[config.mk]
export PLATFORM = sky130hd
export DESIGN_NAME = seq_alu_param
export DESIGN_NICKNAME = d
export VERILOG_FILES = /design/src/rtl/seq_alu_param.sv
export SDC_FILE = /design/constraint.sdc
export NUM_CORES = 1
export LEC_CHECK = 0
export CORE_UTILIZATION = 55
export DETAILED_ROUTE_END_ITERATION = 12
export PLACE_DENSITY = 0.75
export SLEW_MARGIN = 15
export SYNTH_ARGS = -nofsm -noshare
export SYNTH_HDL_FRONTEND = slang
export SYNTH_SLANG_ARGS = --single-unit
[constraint.sdc]
create_clock -name clk -period 8.6 [get_ports clk]
set_input_delay 1.72 -clock clk [delete_from_list [all_inputs] [get_ports clk]]
set_output_delay 1.72 -clock clk [all_outputs]
set_load 0.02 [all_outputs]
[src/rtl/seq_alu_param.sv]
// Multi-cycle WIDTH-bit ALU: add/sub in one cycle, radix-2 Booth multiply, restoring divide.
// Optional macro SEQ_ALU_ABORT_EN adds an abort input that cancels an operation in flight.
module seq_alu_param #(
    parameter int WIDTH = 8
) (
    input  logic               clk,
    input  logic               reset,
    input  logic               start,
`ifdef SEQ_ALU_ABORT_EN
    input  logic               abort,
`endif
    input  logic [1:0]         op_code,
    input  logic               signed_mode,
    input  logic [WIDTH-1:0]   operand_A,
    input  logic [WIDTH-1:0]   operand_B,
    output logic [2*WIDTH-1:0] alu_result,
    output logic [3:0]         flags,
    output logic               busy,
    output logic               alu_done
);

    localparam int CNT_W = $clog2(WIDTH + 1);
    localparam logic [CNT_W-1:0] CNT_LAST = CNT_W'(WIDTH);
    localparam logic [WIDTH-1:0] MIN_VAL = {1'b1, {(WIDTH-1){1'b0}}};

    typedef enum logic [2:0] {
        IDLE,
        ADDSUB,
        MUL_ITER,
        DIV_ITER,
        DIV_FIX,
        DONE
    } state_t;

    state_t state, next_state;
    logic [CNT_W-1:0] cnt;

    logic               accept;
    logic               abort_hit;
    logic               sub_q;
    logic               smode_q;
    logic               dz_q;
    logic [WIDTH-1:0]   a_q;
    logic [WIDTH-1:0]   b_q;

    logic signed [WIDTH+1:0] m_ext;
    logic signed [WIDTH+1:0] acc;
    logic signed [WIDTH+1:0] acc_sum;
    logic signed [WIDTH+1:0] acc_sh;
    logic [WIDTH-1:0]        mq;
    logic [WIDTH-1:0]        mq_sh;
    logic                    q_m1;
    logic [WIDTH-1:0]        prod_hi;

    logic [WIDTH-1:0]   rem;
    logic [WIDTH-1:0]   quo;
    logic [WIDTH-1:0]   dvsr;
    logic               neg_q;
    logic               neg_r;
    logic [WIDTH:0]     div_shift;
    logic               div_fits;
    logic [WIDTH-1:0]   rem_next;

    logic [WIDTH-1:0]   b_eff;
    logic [WIDTH:0]     addsub_sum;

    logic               res_we;
    logic [2*WIDTH-1:0] res_next;
    logic               ovf_next;
    logic               carry_next;
    logic               dbz_next;

    function automatic logic [WIDTH-1:0] magnitude(input logic [WIDTH-1:0] v, input logic sgn);
        return (sgn && v[WIDTH-1]) ? (~v + 1'b1) : v;
    endfunction

    function automatic logic [WIDTH-1:0] apply_sign(input logic [WIDTH-1:0] v, input logic neg);
        return neg ? (~v + 1'b1) : v;
    endfunction

    assign accept   = start && (state == IDLE || state == DONE);
    assign busy     = (state == ADDSUB) || (state == MUL_ITER) || (state == DIV_ITER) || (state == DIV_FIX);
    assign alu_done = (state == DONE);

`ifdef SEQ_ALU_ABORT_EN
    assign abort_hit = abort && busy;
`else
    assign abort_hit = 1'b0;
`endif

    always_ff @(posedge clk) begin
        if (reset) begin
            state <= IDLE;
            cnt   <= '0;
        end else begin
            state <= next_state;
            if (accept)
                cnt <= '0;
            else if (state == MUL_ITER || state == DIV_ITER)
                cnt <= cnt + CNT_W'(1);
        end
    end

    always_comb begin
        next_state = state;
        case (state)
            IDLE, DONE: begin
                next_state = IDLE;
                if (start) begin
                    case (op_code)
                        2'b10:   next_state = MUL_ITER;
                        // A zero divisor skips the iterations entirely.
                        2'b11:   next_state = (operand_B == '0) ? DIV_FIX : DIV_ITER;
                        default: next_state = ADDSUB;
                    endcase
                end
            end
            ADDSUB:   next_state = DONE;
            MUL_ITER: if (cnt == CNT_LAST) next_state = DONE;
            DIV_ITER: if (cnt == CNT_LAST) next_state = DIV_FIX;
            DIV_FIX:  next_state = DONE;
            default:  next_state = IDLE;
        endcase
        if (abort_hit)
            next_state = IDLE;
    end

    // Booth step on {acc, mq, q_m1}; unsigned multipliers get +M<<WIDTH for their top bit.
    always_comb begin
        acc_sum = acc;
        case ({mq[0], q_m1})
            2'b01:   acc_sum = acc + m_ext;
            2'b10:   acc_sum = acc - m_ext;
            default: acc_sum = acc;
        endcase
    end

    assign acc_sh  = acc_sum >>> 1;
    assign mq_sh   = {acc_sum[0], mq[WIDTH-1:1]};
    assign prod_hi = acc_sh[WIDTH-1:0] + ((!smode_q && b_q[WIDTH-1]) ? m_ext[WIDTH-1:0] : '0);

    assign div_shift = {rem, quo[WIDTH-1]};
    assign div_fits  = div_shift >= {1'b0, dvsr};
    assign rem_next  = div_fits ? (div_shift[WIDTH-1:0] - dvsr) : div_shift[WIDTH-1:0];

    assign b_eff      = sub_q ? ~b_q : b_q;
    assign addsub_sum = {1'b0, a_q} + {1'b0, b_eff} + {{WIDTH{1'b0}}, sub_q};

    // Operand latch and iteration datapath
    always_ff @(posedge clk) begin
        if (accept) begin
            sub_q   <= op_code[0];
            smode_q <= signed_mode;
            a_q     <= operand_A;
            b_q     <= operand_B;
            dz_q    <= (op_code == 2'b11) && (operand_B == '0);
        end
        if (state == MUL_ITER) begin
            if (cnt == '0) begin
                m_ext <= {{2{smode_q & a_q[WIDTH-1]}}, a_q};
                acc   <= '0;
                mq    <= b_q;
                q_m1  <= 1'b0;
            end else begin
                acc  <= acc_sh;
                mq   <= mq_sh;
                q_m1 <= mq[0];
            end
        end
        if (state == DIV_ITER) begin
            if (cnt == '0) begin
                quo   <= magnitude(a_q, smode_q);
                dvsr  <= magnitude(b_q, smode_q);
                rem   <= '0;
                neg_q <= smode_q && (a_q[WIDTH-1] ^ b_q[WIDTH-1]);
                neg_r <= smode_q && a_q[WIDTH-1];
            end else begin
                rem <= rem_next;
                quo <= {quo[WIDTH-2:0], div_fits};
            end
        end
    end

    // Result and flag selection
    always_comb begin
        res_we     = 1'b0;
        res_next   = '0;
        ovf_next   = 1'b0;
        carry_next = 1'b0;
        dbz_next   = 1'b0;
        case (state)
            ADDSUB: begin
                res_we     = 1'b1;
                res_next   = {{WIDTH{1'b0}}, addsub_sum[WIDTH-1:0]};
                carry_next = addsub_sum[WIDTH];
                ovf_next   = smode_q && (a_q[WIDTH-1] == b_eff[WIDTH-1])
                             && (addsub_sum[WIDTH-1] != a_q[WIDTH-1]);
            end
            MUL_ITER: begin
                if (cnt == CNT_LAST) begin
                    res_we   = 1'b1;
                    res_next = {prod_hi, mq_sh};
                end
            end
            DIV_FIX: begin
                res_we = 1'b1;
                if (dz_q) begin
                    res_next = {a_q, {WIDTH{1'b1}}};
                    dbz_next = 1'b1;
                end else begin
                    res_next = {apply_sign(rem, neg_r), apply_sign(quo, neg_q)};
                    ovf_next = smode_q && (a_q == MIN_VAL) && (&b_q);
                end
            end
            default: res_we = 1'b0;
        endcase
        if (abort_hit)
            res_we = 1'b0;
    end

    always_ff @(posedge clk) begin
        if (reset) begin
            alu_result <= '0;
            flags      <= '0;
        end else if (res_we) begin
            alu_result <= res_next;
            flags      <= {dbz_next, ovf_next, carry_next, (res_next == '0)};
        end
    end

endmodule

# Word level (Yosys, flattened, before mapping)
# Cells that the tools add are included.
[totals] input_bits=22 elab_cells=104 ff_bits=99 output_inout_bits=22
[classes] order_cmp=1 n_reduce_logical=27 n_bitwise=6 mux=26 addsub=11 eq_ne=15
[op_table] cell="8-bit 2-to-1 mux" count=9
[op_table] cell="16-bit one-hot mux with 3 select lines" count=1
[op_table] cell="8-bit by 1-bit adder with 8-bit output (second input constant)" count=4
[op_table] cell="16-bit 2-to-1 mux" count=2
[op_table] cell="8-bit NOT" count=4
[op_table] cell="10-bit one-hot mux with 2 select lines" count=1
[op_table] cell="16-bit zero test" count=1
[op_table] cell="3-bit 2-to-1 mux" count=4
[op_table] cell="3-bit one-hot mux with 4 select lines" count=1
[op_table] cell="9-bit by 9-bit adder with 10-bit output" count=1
[op_table] cell="1-bit logical AND" count=10
[op_table] cell="9-bit by 9-bit subtractor with 10-bit output" count=1
[op_table] cell="8-bit by 8-bit adder with 9-bit output" count=1
[op_table] cell="9-bit by 1-bit adder with 9-bit output" count=1
[op_table] cell="9-bit by 8-bit >= comparator with 1-bit output" count=1
[op_table] cell="8-bit adder" count=1
[op_table] cell="8-bit == test (second input constant)" count=1
[op_table] cell="8-bit zero test" count=1
[op_table] cell="8-bit AND reduction" count=1
[op_table] cell="8-bit subtractor" count=1
[op_table] cell="2-bit == test (second input constant)" count=3
[op_table] cell="3-bit by 2-bit == test with 1-bit output (second input constant)" count=2
[op_table] cell="3-bit == test (second input constant)" count=2
[op_table] cell="3-bit one-hot mux with 2 select lines" count=1
[op_table] cell="other kinds (17)" count=31

# Logic depth before layout (Yosys ltp)
# Gate-level depths: netlist (run 1).
[logic_depth] word_depth=7 mapped_depth=23 depth_no_buf=22

# Worst setup path before layout (run 1)
# OpenSTA, ideal clock, no wires.
[synth_timing] kind="in2reg" startpoint="input port start" endpoint="register cnt[0]" stages=3 setup_time_ns=0.117 arrival_time_ns=4.384 t_required_ns=8.483 path_buffers=0 path_slack_ns=4.099 cell_sequence="nor4b_1 > or2_2 > nor2_1"
[synth_via] elab_chain_len=2
[synth_rtl] element="start, declared" line_no="8" text="input logic start,"
[synth_rtl] element="1-bit logical AND" line_no="81" text="assign accept = start && (state == IDLE || state == DONE);"
[synth_rtl] element="2-bit OR reduction (no line)"
[synth_rtl] element="end signal, assigned" line_no="100" text="cnt <= cnt + CNT_W'(1);"
[synth_rtl] element="end, declared" line_no="36" text="logic [CNT_W-1:0] cnt;"
# Every way passes these cells.
# A chain may end at the register's enable or synchronous reset.

# Final worst setup path (run 1)
[layout_timing] startpoint="register q_m1" endpoint="register alu_result[15]"
[layout_via] elab_chain_len=5 elab_cells_between_ends=6 cone_classes="add/sub (1); eq/ne (2); mux (3)"
[layout_rtl] element="start, declared" line_no="52" text="logic q_m1;"
[layout_rtl] element="start signal, assigned" line_no="167" text="q_m1 <= mq[0];"
[layout_rtl] element="2-bit == test / 2-bit by 1-bit == test with 1-bit output (equally long branches)" line_no="131" text="case ({mq[0], q_m1})"
[layout_rtl] element="10-bit one-hot mux with 2 select lines (*)" line_no="131"
[layout_rtl] element="via acc_sum[5]" line_no="48" text="logic signed [WIDTH+1:0] acc_sum;"
[layout_rtl] element="8-bit adder (*)" line_no="140" text="assign prod_hi = acc_sh[WIDTH-1:0] + ((!smode_q && b_q[WIDTH-1]) ? m_ext[WIDTH-1:0] : '0);"
[layout_rtl] element="16-bit 2-to-1 mux (*)" line_no="200" text="if (cnt == CNT_LAST) begin"
[layout_rtl] element="16-bit one-hot mux with 3 select lines (*)" line_no="191" text="case (state)"
[layout_rtl] element="end signal, assigned" line_no="226" text="alu_result <= res_next;"
[layout_rtl] element="end, declared" line_no="16" text="output logic [2*WIDTH-1:0] alu_result,"
# Mark *: on every way through the listed nets, which the timed path passes. The rest lies on a longest branch.

==> results.cfg, run 1 <==
[power_and_ir_drop]
leakagePower_nw = 2.80
vdd_drop_max_uv = 157
p_per_area_nw_per_um2 = 251

[cts]
clkLatencyLatePin_ps = 350
cts_root_buf = clkbuf_16
cts_buffers = 9
cts_buffer_depth = 2
clkSinkCount = 99
post_cts_buffers = 0
cts_htree_levels = 3
hold_buffers = 0
path_clk_slew_ps = 70
cts.repair.resized = 0
cts_tree = done

[synth]
synthSimpleGateAreaFrac_pct = 18.3
ys_seq_area_share_pct = 41.6
synth_xor_area_share_pct = 7.29
ys_ff_latch = 99
ys_warn_count = 0
synthFlopType = edfxtp_1
ys_async_sr_fraction_pct = 0
ys_types = 64
synth-edff-count = 72
synthesis.nets = 757
synthMuxAreaShare_pct = 2.20
synthCells = 691
synth_top_family_by_area = simple AND/OR/NAND/NOR gates
synth_compound_area_share_pct = 17.0
synth_adder_area_share_pct = 8.94
netlist_area_sq_um = 6490
avgSynthCellArea_sq_um = 9.39

[run_status]
status = completed

[floorplan]
core-area_sq_um = 11500
die_w_microns = 111
chipHeight_microns = 111
initial_core_util_pct = 56.6
dieArea_sq_um = 12200
rows = 39
io_pins = 44

[timing]
fin_ws_ps = 4350
min_period_over_period_pct = 49.4
finalHoldViolCount = 0
fin_tns_setup_ps = 0
setup_viol = 0
slew_headroom_pct = 28.0
maxSlewViolCount = 0
skew_ps = 5.26
worst_pin_slew_ps = 1070
fmax_ghz = 0.235
rsz0062_at_grt = false
holdWs_ps = 459
layout_min_cycle_time_ps = 4250

[layout]
finish.instance_area_sq_um = 7320
fin_util_pct = 63.9
drive_above_1_share_pct = 5.18
num_antenna_cells = 0
finish.net_count = 794
area_delta_synth_final_pct = 12.8

[detailed_routing]
num_vias = 5257
wl_microns = 15300
wl_per_cell_microns = 17.5
avgViaCountPerCell = 6.00
ant_nets = 0
first_pass_iters = 6
drt_iter0_drc = 337
drc_errors = 0

[placed_design]
post-place-ws_ps = 4380
io_buffers = 43
globalplace.congestion = 0.894
place_hpwl_microns = 11500
post_dp_cell_area_sq_um = 7060

[global_routing]
overflow = 0
grt_pass1_wl_microns = 25600
grt_pass1_vias = 5257
grtUsageTotal_pct = 26.5
grt_max_degree = 37
antenna_found_initial = 0

[run]
drv_cap = 0

[critical_path]
start_kind = flop
end_kind = flop
cp_max_fo = 9
cp.required_ps = 8850
r2r_slack_ps = 4350
setup.worst_path.class = flop to flop
arrival_ps = 4500

[hold_path]
hp-class = flop to flop
==> synthesized netlist by cell type (3+ instances only) <==
| master | n | area share (%) |
|---|---|---|
| edfxtp_1 | 72 | 33 |
| nand2_1 | 70 | 4.0 |
| nor2_1 | 60 | 3.5 |
| inv_1 | 48 | 2.8 |
| a21oi_1 | 47 | 3.6 |
| ha_1 | 40 | 7.7 |
| o21ai_0 | 39 | 3.0 |
| xnor2_1 | 29 | 3.9 |
| dfxtp_1 | 27 | 8.3 |
| xor2_1 | 25 | 3.4 |
| nor3_1 | 19 | 1.5 |
| clkbuf_1 | 17 | 0.98 |
| nor2b_1 | 16 | 1.5 |
| and2_1 | 14 | 1.3 |
| a211oi_1 | 12 | 1.4 |
| mux2i_1 | 12 | 1.9 |
| nand2b_1 | 12 | 1.2 |
| nand3_1 | 11 | 0.85 |
| o21a_1 | 8 | 0.93 |
| a31oi_1 | 7 | 0.67 |
| a21o_1 | 6 | 0.69 |
| a22oi_1 | 6 | 0.69 |
| nand4_1 | 6 | 0.58 |
| o31ai_1 | 6 | 0.69 |
| a221oi_1 | 5 | 0.67 |
| o41ai_1 | 5 | 0.67 |
| buf_2 | 4 | 0.31 |
| fa_1 | 4 | 1.2 |
| o21ai_1 | 4 | 0.31 |
| or4_1 | 4 | 0.46 |
| a21boi_1 | 3 | 0.35 |
| buf_1 | 3 | 0.17 |
| nor3b_1 | 3 | 0.35 |
| nor4_1 | 3 | 0.29 |
| o31a_1 | 3 | 0.40 |
| or3b_1 | 3 | 0.40 |
==> routing by layer <==
metal / global-route usage (%) / vias to the layer above / wire, microns
met5: 0 / - / 0
met4: 12.1 / 0 / 488
met3: 5.43 / 45 / 879
met2: 47.3 / 180 / 7850
met1: 30.3 / 2480 / 6130
li1: - / 2552 / -
==> through the flow <==
step | total power, mW | instances
floorplan | 1.23 | 691
global placement | 1.44 | 860
detailed placement | 1.47 | 860
CTS | 1.84 | 876
global route | 1.95 | 876
finish | 1.84 | 876
==> layout make-up <==
type | count | area, sq um
multi-input cells | 518 | 3500
clock inverters | 5 | 30.0
inverters | 48 | 180
flip-flops and latches | 99 | 2700
fillers | 937 | 4140
repair buffers | 52 | 498
well taps | 143 | 179
clock buffers | 11 | 233
==> layout by cell type, fill, tap and decap left out, types with 3 or more instances in the layout <==
cell             netlist  final
o21ai_0               39     39
nand4_1                6      6
a211oi_1              12     12
a221oi_1               5      5
a31oi_1                7      7
nor2_1                60     60
inv_1                 48     48
buf_4                  0      9
mux2i_1               12     12
o41ai_1                5      5
a21o_1                 6      6
ha_1                  40     40
nor4_1                 3      3
dfxtp_1               27     27
a21boi_1               3      3
fa_1                   4      4
nor2b_1               16     16
o21ai_1                4      4
xor2_1                25     25
a22oi_1                6      6
or3b_1                 3      3
edfxtp_1              72     72
clkdlybuf4s50_1        0     43
xnor2_1               29     29
a21oi_1               47     47
nand2_1               70     70
o31ai_1                6      6
and2_1                14     14
clkbuf_16              0      9
nand3_1               11     11
or4_1                  4      4
nor3_1                19     19
nand2b_1              12     12
o31a_1                 3      3
o21a_1                 8      8
==> kinds of logic after synthesis <==
family | after synthesis
simple gates | 239
compound gates | 167
flops | 99
buf+inv | 74
xor+xnor | 54
fa+ha+maj | 44
mux | 14
==> where the power goes <==
group / total [mW] / switching [mW] / internal (mW)
clock: 0.369 / 0.174 / 0.195
combinational: 0.775 / 0.446 / 0.329
sequential: 0.695 / 0.0883 / 0.607
==> critical path: stages (launching register included) <==
cell and delay [ps]:
edfxtp_1 360, inv_1 60, ha_1 330, mux2_2 400
inv_1 60, ha_1 210, nor2b_1 120, o21ai_0 230
a21boi_1 140, o21ai_0 160, nand2b_1 90, xnor2_1 160
o21ai_0 130, ha_1 390, nand3_1 100, o211ai_1 110
o41ai_1 330, xor2_1 210, xnor2_1 100, a22oi_1 190
inv_1 90, o21a_1 180
==> sequential cells by signal, summed over array words and instances (netlist names) <==
signal / cells
rem: 8
a_q: 8
cnt: 4
quo: 8
alu_result: 16
sub_q: 1
smode_q: 1
neg_q: 1
dz_q: 1
acc: 9
mq: 8
state: 3
neg_r: 1
b_q: 8
q_m1: 1
flags: 4
m_ext: 9
dvsr: 8
==> path summary, 6_finish.rpt <==
check	start	endpoint	cells after the start
setup reg to reg	q_m1$_SDFFCE_PP0P_	alu_result[15]$_SDFFE_PP0P_	21
hold / removal	flags[3]$_SDFFE_PP0P_	flags[3]$_SDFFE_PP0P_	2
setup / recovery	q_m1$_SDFFCE_PP0P_	alu_result[15]$_SDFFE_PP0P_	21
hold reg to reg	flags[3]$_SDFFE_PP0P_	flags[3]$_SDFFE_PP0P_	2
No activity file was read; power rests on OpenSTA's default activity.
==> run 2: changes to the inputs <==
clock period = 4.2 ns   (was 8.6 ns; I/O delays follow)
==> run 2 against run 1 <==
Design area rose by 1.0%. First-iteration DRC count rose by 10%. Worst hold slack got worse by 5.4 ps. Critical path type unchanged.
==> results.cfg, run 2 (synthesized netlist as in run 1, its figures left out) <==
[run_status]
status = completed

[global_routing]
antenna_found_initial = 0
grt_pass1_vias = 5392
grt_pass1_wl_microns = 25300
grtUsageTotal_pct = 26.0
grt_max_degree = 37
overflow = 0

[detailed_routing]
drt_iter0_drc = 371
first_pass_iters = 5
num_vias = 5376
wl_per_cell_microns = 17.7
wl_microns = 15600
avgViaCountPerCell = 6.09
drc_errors = 0
ant_nets = 0

[hold_path]
worstHoldStart = alu_result[11]$_SDFFE_PP0P_
whs_path_depth = 2
hp-class = flop to flop
min_to = alu_result[11]$_SDFFE_PP0P_

[layout]
drive_above_1_share_pct = 6.62
num-fill-cells = 957
num_antenna_cells = 0
area_delta_synth_final_pct = 14.0
finish.instance_area_sq_um = 7400
mostFrequentLayoutCells = 72 x edfxtp_1, 70 x nand2_1, 60 x nor2_1
finish.net_count = 801
layout_commonest_cell = edfxtp_1
largest_reg_flops = 16
top_register = alu_result
fin_util_pct = 64.5
top_regs = alu_result x16, acc x9, m_ext x9

[critical_path]
setup.worst_path.class = flop to flop
r2r-start = m_ext[0]$_DFFE_PP_
cp.required_ps = 4450
cp_max_fo = 3
arrival_ps = 4240
r2r-end = alu_result[15]$_SDFFE_PP0P_
end_kind = flop
r2r_slack_ps = 210
ff2ff_path_depth = 22
start_kind = flop

[timing]
finalHoldViolCount = 0
skew_ps = 8.48
worst_pin_slew_ps = 1040
layout_min_cycle_time_ps = 3990
fmax_ghz = 0.251
rsz0062_at_grt = false
min_period_over_period_pct = 95.0
setup_viol = 0
slew_headroom_pct = 30.2
maxSlewViolCount = 0
fin_tns_setup_ps = 0

[floorplan]
io_pins = 44
core-area_sq_um = 11500
chipHeight_microns = 111
rows = 39
dieArea_sq_um = 12200
initial_core_util_pct = 56.6
die_w_microns = 111

[cts]
clkSinkCount = 99
cts_buffer_depth = 2
cts_htree_levels = 3
path_clk_slew_ps = 70
cts_root_buf = clkbuf_16
cts_buffers = 9
clkLatencyLatePin_ps = 360
cts_tree = done

[run]
drv_cap = 0

[power_and_ir_drop]
leakagePower_nw = 2.85
p_per_area_nw_per_um2 = 517
power_mw = 3.83
vdd_drop_max_uv = 411

[placed_design]
io_buffers = 43
globalplace.congestion = 0.903
place_hpwl_microns = 11700
post_dp_cell_area_sq_um = 7090
-- run 2: cell count changes in the layout (fill, tap and decap cells not counted), sizes merged --
cell	delta
buf	+7
clkinvlp	-1
clkinv	-2
clkbuf	+1
inv	+2
-- run 2: critical path: stages, from the launching register on --
cell and delay (ps):
edfxtp_1 380, inv_1 60, ha_1 290, mux2_2 290, inv_1 60, ha_1 210
nor2b_1 140, o21ai_2 130, a21boi_1 120, o211ai_1 250, nand2_1 80, a21oi_1 170
xor2_1 230, a21oi_1 110, ha_1 320, nor2_1 60, nor2_1 130, o41ai_2 90
xor2_1 170, xnor2_1 140, a22oi_1 190, inv_1 80, o21a_1 190
-- run 2: per-layer routing --
layer  vias to the layer above  part of all wire (%)  track usage, %
met5                         -                     0               0
met4                         0                   4.5            15.6
met3                        59                   5.3            3.68
met2                       212                    50            45.8
met1                      2542                    40            30.0
li1                       2563                     -               -
-- run 2: how the worst max path moves through the flow --
stage	cells after the start	from	endpoint	slack (ps)
2_1_floorplan	21	q_m1$_SDFFCE_PP0P_	alu_result[15]$_SDFFE_PP0P_	290
3_3_place_gp	20	m_ext[0]$_DFFE_PP_	alu_result[15]$_SDFFE_PP0P_	220
3_5_place_dp	20	m_ext[1]$_DFFE_PP_	alu_result[15]$_SDFFE_PP0P_	140
4_1_cts	20	m_ext[1]$_DFFE_PP_	alu_result[15]$_SDFFE_PP0P_	80
5_1_grt	22	m_ext[0]$_DFFE_PP_	alu_result[15]$_SDFFE_PP0P_	3
6_report	22	m_ext[0]$_DFFE_PP_	alu_result[15]$_SDFFE_PP0P_	210
-- run 2: layout make-up --
cell class              count  area (sq um)  area share, %
multi-input cells         518          3520           47.5
flip-flops and latches     99          2700           36.5
repair buffers             59           551           7.44
clock buffers              12           246           3.33
inverters                  48           180           2.43
well taps                 143           179           2.42
clock inverters             4          26.3          0.355
-- run 2: per-stage QoR --
step	instances	worst slack, ps	hold slack [ps]
final	883	211	453
after global routing	883	2.72	471
after CTS	880	84.3	456
after detailed placement	864	137	448
after global placement	864	219	444
after floorplan	691	288	451
-- run 2: report_power, final --
group / internal, mW / leakage (nW) / switching [mW]
Clock: 0.420 / 0.137 / 0.370
Sequential: 1.24 / 0.887 / 0.179
Combinational: 0.690 / 1.83 / 0.925
Total: 2.35 / 2.85 / 1.47
-- run 2: timing repair --
action,4_1_cts,5_1_grt
setup endpoints to repair,0,3
hold buffers,0,0
gates resized for setup,0,7
setup buffers,0,3
hold endpoints to repair,0,0
